===== config.mk =====
export PLATFORM = sky130hd
export DESIGN_NAME = rc_step_sequencer
export DESIGN_NICKNAME = d
export VERILOG_FILES = /design/src/rtl/rc_step_sequencer.sv
export SDC_FILE = /design/constraint.sdc
export NUM_CORES = 1
export LEC_CHECK = 0
export ABC_CLOCK_PERIOD_IN_PS = 3400
export BUFFER_PORTS_ARGS = -buffer_cell sky130_fd_sc_hd__buf_2
export CORE_AREA = 4 4 90 71
export CTS_CLUSTER_DIAMETER = 120
export DETAILED_ROUTE_END_ITERATION = 8
export DIE_AREA = 0 0 94 75
export PLACE_DENSITY_LB_ADDON = 0.08
export SKIP_LAST_GASP = 1
export SLEW_MARGIN = 40
export SYNTH_ARGS = -nofsm -noshare
export SYNTH_HDL_FRONTEND = slang
export SYNTH_SLANG_ARGS = --single-unit

===== constraint.sdc =====
create_clock -name clk -period 3.4 [get_ports clk]
set_input_delay 0.68 -clock clk [delete_from_list [all_inputs] [get_ports clk]]
set_output_delay 0.68 -clock clk [all_outputs]
set_load 0.05 [all_outputs]

===== src/rtl/rc_step_sequencer.sv =====
// rtl/rc_step_sequencer.sv - step stimulus sequencer with settle/overlimit checking for rc_model
//
// Drives v_in with repeated high/low step levels and checks v_out against a
// settle band around the current target and an absolute upper limit.
// Real quantities are signed fixed point: value = code * 2**EXP.
//
// Ports:
//   clk            in   system clock
//   rst            in   asynchronous reset, active-high
//   start          in   run request, sampled only in IDLE/DONE
//   v_out          in   monitored rc_model output (OUT_W, OUT_EXP format)
//   v_in           out  registered stimulus (IN_W, IN_EXP format)
//   busy           out  high while stepping (RISE/FALL)
//   done           out  high in DONE until the next start
//   pass           out  1 = run completed with every level settled
//   err_code       out  0 none, 1 no-settle timeout, 2 overlimit
//   step_idx       out  index of the current rise/fall pair
//   settle_cycles  out  worst first-in-band hold count over all levels
module rc_step_sequencer #(
    parameter int  IN_W        = 18,
    parameter int  IN_EXP      = -12,
    parameter int  OUT_W       = 18,
    parameter int  OUT_EXP     = -12,
    parameter real V_HIGH      = 1.0,
    parameter real V_LOW       = 0.0,
    parameter real V_LIMIT     = 2.0,
    parameter real TOL         = 0.05,
    parameter int  HOLD_CYCLES = 1000,
    parameter int  N_STEPS     = 4,
    parameter int  CNT_W       = 16,
    localparam int STEP_W      = $clog2(N_STEPS) + 1
) (
    input  logic                    clk,
    input  logic                    rst,
    input  logic                    start,
    input  logic signed [OUT_W-1:0] v_out,
    output logic signed [IN_W-1:0]  v_in,
    output logic                    busy,
    output logic                    done,
    output logic                    pass,
    output logic [1:0]              err_code,
    output logic [STEP_W-1:0]       step_idx,
    output logic [CNT_W-1:0]        settle_cycles
);

    // Two guard bits so target +/- TOL cannot overflow the compare.
    localparam int CW = OUT_W + 2;

    localparam real IN_SCALE  = 2.0 ** (-IN_EXP);
    localparam real OUT_SCALE = 2.0 ** (-OUT_EXP);

    localparam logic signed [IN_W-1:0] HIGH_IN = IN_W'($rtoi(V_HIGH * IN_SCALE));
    localparam logic signed [IN_W-1:0] LOW_IN  = IN_W'($rtoi(V_LOW * IN_SCALE));

    localparam logic signed [CW-1:0] HIGH_O  = CW'($rtoi(V_HIGH * OUT_SCALE));
    localparam logic signed [CW-1:0] LOW_O   = CW'($rtoi(V_LOW * OUT_SCALE));
    localparam logic signed [CW-1:0] LIMIT_O = CW'($rtoi(V_LIMIT * OUT_SCALE));
    localparam logic signed [CW-1:0] TOL_O   = CW'($rtoi(TOL * OUT_SCALE));

    localparam logic [1:0] ERR_NONE    = 2'd0;
    localparam logic [1:0] ERR_TIMEOUT = 2'd1;
    localparam logic [1:0] ERR_LIMIT   = 2'd2;

    localparam logic [CNT_W-1:0]  HOLD_LAST = CNT_W'(HOLD_CYCLES - 1);
    localparam logic [STEP_W-1:0] STEP_LAST = STEP_W'(N_STEPS - 1);

    typedef enum logic [1:0] {
        IDLE = 2'd0,
        RISE = 2'd1,
        FALL = 2'd2,
        DONE = 2'd3
    } state_t;

    state_t                   state, state_n;
    logic signed [IN_W-1:0]   v_in_n;
    logic                     busy_n, done_n, pass_n;
    logic [1:0]               err_code_n;
    logic [STEP_W-1:0]        step_idx_n;
    logic [CNT_W-1:0]         settle_cycles_n;
    logic [CNT_W-1:0]         hold_cnt, hold_cnt_n;
    logic                     settled, settled_n;

    logic signed [CW-1:0]     vo_ext;
    logic signed [CW-1:0]     target;
    logic                     in_band;
    logic                     over_limit;
    logic                     level_end;
    logic                     settled_now;

    assign vo_ext     = {{2{v_out[OUT_W-1]}}, v_out};
    assign target     = (state == FALL) ? LOW_O : HIGH_O;
    assign in_band    = (vo_ext > (target - TOL_O)) && (vo_ext < (target + TOL_O));
    assign over_limit = (vo_ext >= LIMIT_O);
    assign level_end  = (hold_cnt == HOLD_LAST);
    // A level whose first in-band cycle is its last hold cycle still counts as settled.
    assign settled_now = settled || in_band;

    always_ff @(posedge clk or posedge rst) begin
        if (rst) begin
            state         <= IDLE;
            v_in          <= LOW_IN;
            busy          <= 1'b0;
            done          <= 1'b0;
            pass          <= 1'b0;
            err_code      <= ERR_NONE;
            step_idx      <= '0;
            settle_cycles <= '0;
            hold_cnt      <= '0;
            settled       <= 1'b0;
        end else begin
            state         <= state_n;
            v_in          <= v_in_n;
            busy          <= busy_n;
            done          <= done_n;
            pass          <= pass_n;
            err_code      <= err_code_n;
            step_idx      <= step_idx_n;
            settle_cycles <= settle_cycles_n;
            hold_cnt      <= hold_cnt_n;
            settled       <= settled_n;
        end
    end

    always_comb begin
        state_n         = state;
        v_in_n          = v_in;
        busy_n          = busy;
        done_n          = done;
        pass_n          = pass;
        err_code_n      = err_code;
        step_idx_n      = step_idx;
        settle_cycles_n = settle_cycles;
        hold_cnt_n      = hold_cnt;
        settled_n       = settled;

        case (state)
            IDLE, DONE: begin
                if (start) begin
                    state_n         = RISE;
                    v_in_n          = HIGH_IN;
                    busy_n          = 1'b1;
                    done_n          = 1'b0;
                    pass_n          = 1'b0;
                    err_code_n      = ERR_NONE;
                    step_idx_n      = '0;
                    settle_cycles_n = '0;
                    hold_cnt_n      = '0;
                    settled_n       = 1'b0;
                end
            end

            RISE, FALL: begin
                hold_cnt_n = hold_cnt + 1'b1;

                // Only the first in-band cycle of a level is recorded.
                if (in_band && !settled) begin
                    settled_n = 1'b1;
                    if (hold_cnt > settle_cycles)
                        settle_cycles_n = hold_cnt;
                end

                if (over_limit) begin
                    state_n    = DONE;
                    v_in_n     = LOW_IN;
                    busy_n     = 1'b0;
                    done_n     = 1'b1;
                    pass_n     = 1'b0;
                    err_code_n = ERR_LIMIT;
                    hold_cnt_n = '0;
                end else if (level_end) begin
                    hold_cnt_n = '0;
                    settled_n  = 1'b0;
                    if (!settled_now) begin
                        state_n    = DONE;
                        v_in_n     = LOW_IN;
                        busy_n     = 1'b0;
                        done_n     = 1'b1;
                        pass_n     = 1'b0;
                        err_code_n = ERR_TIMEOUT;
                    end else if (state == RISE) begin
                        state_n = FALL;
                        v_in_n  = LOW_IN;
                    end else if (step_idx != STEP_LAST) begin
                        state_n    = RISE;
                        v_in_n     = HIGH_IN;
                        step_idx_n = step_idx + 1'b1;
                    end else begin
                        state_n    = DONE;
                        v_in_n     = LOW_IN;
                        busy_n     = 1'b0;
                        done_n     = 1'b1;
                        pass_n     = 1'b1;
                        err_code_n = ERR_NONE;
                    end
                end
            end

            default: state_n = IDLE;
        endcase
    end

endmodule

# [Yosys cells after proc, flatten, opt, wreduce, memory -nomap -nowiden]
# Index checks and enable logic that the tools add are counted.
[word_totals] reg_bits=61 output_inout_bits=42
[classes] n_eq_ne=16 mux=58 add_sub_neg=4 magnitude_cmp=4 n_reduce_logical=11
[ops] op="$mux W16" count=5
[ops] op="$pmux W16 S2" count=2
[ops] op="$mux W18" count=3
[ops] op="$mux W13" count=4
[ops] op="$pmux W18 S2" count=1
[ops] op="$mux W2" count=12
[ops] op="$ge A18 B15 Y1 const B" count=1
[ops] op="$gt A18 B14 Y1" count=1
[ops] op="$lt A18 B15 Y1" count=1
[ops] op="$mux W1" count=18
[ops] op="$mux W3" count=6
[ops] op="$add A16 B1 Y16 const B" count=1
[ops] op="$eq A16 B10 Y1 const B" count=1
[ops] op="$gt A16 B16 Y1" count=1
[ops] op="$ne A2 B2 Y1 const B" count=8
[ops] op="$add A13 B8 Y14 const B" count=1
[ops] op="$sub A13 B8 Y14 const B" count=1
[ops] op="$ne A4 B4 Y1 const B" count=2
[ops] op="$pmux W1 S2" count=4
[ops] op="$pmux W2 S2" count=2
[ops] op="$pmux W3 S2" count=1
[ops] op="$reduce_and A6 Y1" count=1
[ops] op="$eq A2 B2 Y1 const B" count=2
[ops] op="$reduce_and A4 Y1" count=1
[ops] op="other kinds (11)" count=13

# [Logic depth before layout (Yosys ltp)]
[logic_depth] ltp_word=10 depth_mapped=11 ltp_nobuf=10

# [Worst setup path before layout]
# OpenSTA, ideal clock, no wires.
[synth_timing] path_kind="reg-to-reg" startpoint="reg state[0]" endpoint="reg settle_cycles[10]" path_buffers=1 required_time_ps=3275 slack_ps=664 path_stages_with_launch=12 arrival_time_ps=2611 cell_sequence="dfrtp_1 -> inv_1 -> ha_1 -> inv_1 -> ha_1 -> nor3b_1 -> o21ai_0 -> a2111oi_2 -> nor4_4 -> o311ai_4 -> buf_6 -> mux2_4"
[synth_via] elab_chain_len=8
[synth_rtl] element="start: declaration" line="74" source="state_t state, state_n;"
[synth_rtl] element="start signal: assignment" line="111" source="state <= state_n;"
[synth_rtl] element="$eq A2 B2 Y1" line="91, 136"
[synth_rtl] element="$mux W13" line="91" source="assign target = (state == FALL) ? LOW_O : HIGH_O;"
[synth_rtl] element="$sub A13 B8 Y14 or $add A13 B8 Y14 (tied branches)" line="92" source="assign in_band = (vo_ext > (target - TOL_O)) && (vo_ext < (target + TOL_O));"
[synth_rtl] element="$gt A18 B14 Y1 or $lt A18 B15 Y1 (tied branches)" line="92"
[synth_rtl] element="$logic_and A1 B1 Y1" line="92"
[synth_rtl] element="$logic_and A1 B1 Y1" line="156" source="if (in_band && !settled) begin"
[synth_rtl] element="$ne A2 B2 Y1 (no source line)"
[synth_rtl] element="$reduce_and A3 Y1 (no source line)"
[synth_rtl] element="end signal: assignment" line="118" source="settle_cycles <= settle_cycles_n;"
[synth_rtl] element="end: declaration" line="43" source="output logic [CNT_W-1:0] settle_cycles"
# Several ways; a longest one is shown, not always the timed one.
# A chain may end at the register's enable or synchronous reset.

# [Worst setup path in the final report]
[layout_timing] startpoint="reg state[0]" endpoint="reg settle_cycles[8]"
# The elaborated chain is that of the path after synthesis.

==> impl_results.md <==
* Worst min-delay path class: in -> async
* Largest net degree at the start of global routing at 24
* First-pass GRT wire length at 10.8 mm
* Initial antenna violation count at 0
* Placed inst area at 3250 sq um
* Detail-routed via count per cell at 5.41
* Die Width at 94 um
* Max Root-Sink Buffers at 2
* Final Hold Vio Count at 0
* Period minus WS final at 3.17 ns
* DRC viols at 0
* Yosys warning count at 0
* Top post-synthesis cells by area: dfrtp_1 37%, ha_1 12%, a21oi_1 4.7%
* Cell area power density at 501 nW/um^2
* Fmax at 316 MHz
* Async SR Flop Fraction at 100%
* Clock sink count at 44
* Synth unique cells at 52
* Worst endpoint required time at 3.60 ns
* CP Data Arrival Time at 3.37 ns
* Clock Power Share at 21.1%
* Max-cap viol count at 0
* Global Route Usage Sum at 19.7%
* RSZ-0062 raised after global routing: false
* Post-synth top area share at 37.1%
* # IOs at 63
* Fillers at 507
* Average size of a mapped cell at 9.59 sq um
* Die area at 7050 sq um
* Setup violators final at 0
* Cts-stage hold buffer count at 0
* Cts bufs inserted at 5
* Clk slew on worst S/H paths at 0.09 ns
* Post-CTS Setup Bufs at 0
* Clock Root Buffer: clkbuf_8
* Placer Congestion at 0.832
* Worst slew margin at 56.9%
* CTS tree: built
* 1st-iter DRT viols at 139
* Leakage at 1.66 nW
* PortBufs at 45
* Layout cells sized above 1 at 22.9%
* Synth-to-layout area growth at 12.6%
* Site Rows at 24
* Setup TNS at 0 ns
* Syn Inst Count at 310
* WL/cell at 14.6 um
* DRT antenna net count at 0
* Critical Path Start Type: flip-flop
* Reg power frac at 37.2%
* Finished Cell Area at 3350 sq um
* Crit path capture type: flip-flop
* Dominant cell type by area after synthesis: dfrtp_1
* Via Count at 2382
* Die height at 75 um
* Synth top cells by count: 44 x dfrtp_1, 29 x ha_1, 28 x a21oi_1, 28 x inv_1, 21 x nor2_1
* Global route overflow at 0
* Sw Share at 42.4%
* Worst Skew at 0.0101 ns
* Status: finished, final reports clean
* Post-CTS Resized at 0
* Post-synthesis sequential area ratio at 37.1%
* Detail Placement HPWL at 5.06 mm
* Worst-path maximum fanout at 9
* Worst Max-Slew Pin Slew at 0.640 ns
* Inserted Diodes at 0
* Vias in the first global route at 2255
* Fin. max-slew vios at 0
* Clk_lat worst skew at 0.31 ns
* Comb pwr share at 41.6%
* H-tree Lvls at 2
* Count leader, synth: dfrtp_1
* Core area at 5590 sq um
* Routed wire length at 6.44 mm
* Critical path type: reg -> reg
* Post-synth top flop: dfrtp_1
* Fin crit share at 93.1%
* Drt pass-1 iters at 4
* Post-synthesis cell area at 2970 sq um
* Internal power at 0.000966 W
* Final net count at 411
* Number of synthesized flops with an enable pin at 0
* Seq cells post-synth at 44
* Starting Density at 53.2%
* Max VDD drop at 0.275 mV
* Sw Pwr at 0.000712 W
## registers in the layout, summed over array words and instances, names as in the netlist
register and count:
busy 1, done 1, err_code 2, hold_cnt 16, pass 1, settle_cycles 16
settled 1, state 2, step_idx 3, v_in 1
## path summary, 6_finish.rpt
path                       cells after the start               startpoint                            end  slack (ns)
setup / recovery                              11     state[0]$_DFFE_PP0P_   settle_cycles[8]$_DFFE_PP0P_        0.23
hold / removal                                 2                      rst  settle_cycles[10]$_DFFE_PP0P_        0.37
setup reg to reg                              11     state[0]$_DFFE_PP0P_   settle_cycles[8]$_DFFE_PP0P_        0.23
hold reg to reg                                1  err_code[1]$_DFFE_PP0P_        err_code[1]$_DFFE_PP0P_        0.49
max in group asynchronous                      3                      rst        hold_cnt[4]$_DFFE_PP0P_        2.35
min in group clk                               1  err_code[1]$_DFFE_PP0P_        err_code[1]$_DFFE_PP0P_        0.49
## logic make-up (layout without fill, tap and decap cells)
group           count (synthesis)  after routing  share of synthesized area, %
simple gates                   90             90                          16.7
compound gates                 68             68                          15.3
buf+inv                        53             89                          9.09
flops                          44             44                          37.1
fa+ha+maj                      29             29                          12.2
mux                            17             17                          7.20
xor+xnor                        8              8                          2.36
other cells                     1             17                         0.126
## cell usage in the layout, fill, tap and decap left out, types with 3 or more instances in the layout
cell and count:
o21ai_0 14, buf_2 45, nor2_1 21, a21oi_1 28, mux2i_1 3, nor4b_1 3
conb_1 17, nand2_1 19, mux2_4 7, clkbuf_8 6, buf_4 8, nor3_1 4
and4_1 4, mux2_2 7, or3_1 4, ha_1 29, nand2b_1 3, dfrtp_1 44
inv_1 27, a22o_1 4, nand4_1 8, nor3b_1 3, o211ai_1 3, nor2b_1 4
nand3_1 8, xor2_1 7
## worst max-delay path, cell delays in order, from the launching register on
cell	delay, ns
dfrtp_1	0.41
inv_1	0.08
ha_1	0.18
inv_1	0.12
ha_1	0.33
nor3b_1	0.24
o21ai_0	0.15
a2111oi_2	0.52
nor4_4	0.14
o311ai_4	0.22
buf_4	0.32
mux2_2	0.35
## stage by stage
stage / setup slack [ns] / hold slack (ns) / util (%) / instances / total power, W
after detailed placement: 0.237 / 0.470 / 58.2 / 432 / 0.00133
after floorplan: 0.664 / 0.496 / - / 326 / 0.00117
after CTS: 0.235 / 0.438 / 59.9 / 440 / 0.00169
final: 0.234 / 0.373 / 59.9 / 440 / 0.00168
after global placement: 0.410 / 0.470 / 58.0 / 431 / 0.00133
after global routing: 0.0611 / 0.420 / 59.9 / 440 / 0.00179
## final cells by class
| class | count | area [sq um] | share of cell area, % |
|---|---|---|---|
| inverters | 28 | 105 | 3.14 |
| repair buffers | 53 | 285 | 8.52 |
| well taps | 78 | 97.6 | 2.92 |
| clock buffers | 6 | 82.6 | 2.47 |
| clock inverters | 2 | 15.0 | 0.449 |
| multi-input cells | 229 | 1660 | 49.6 |
| flip-flops and latches | 44 | 1100 | 32.9 |
## metal layers
metal  vias to the layer above  GRT usage (%)  routed length [um]
li1                       1175              -                   -
met1                      1128           28.9                3240
met2                        75           29.6                2720
met3                         4           4.60                 442
met4                         0           5.13                  40
met5                         -              0                   0
## power groups by stage
stage                     clock (W)  sequential (W)  combinational (W)
after floorplan                   0        0.000749           0.000418
after global placement            0        0.000636           0.000689
after detailed placement          0        0.000635           0.000695
after CTS                  0.000364        0.000625           0.000700
after global routing       0.000391        0.000633           0.000764
final                      0.000355        0.000625           0.000699
Power figures use the tool's default switching activity.
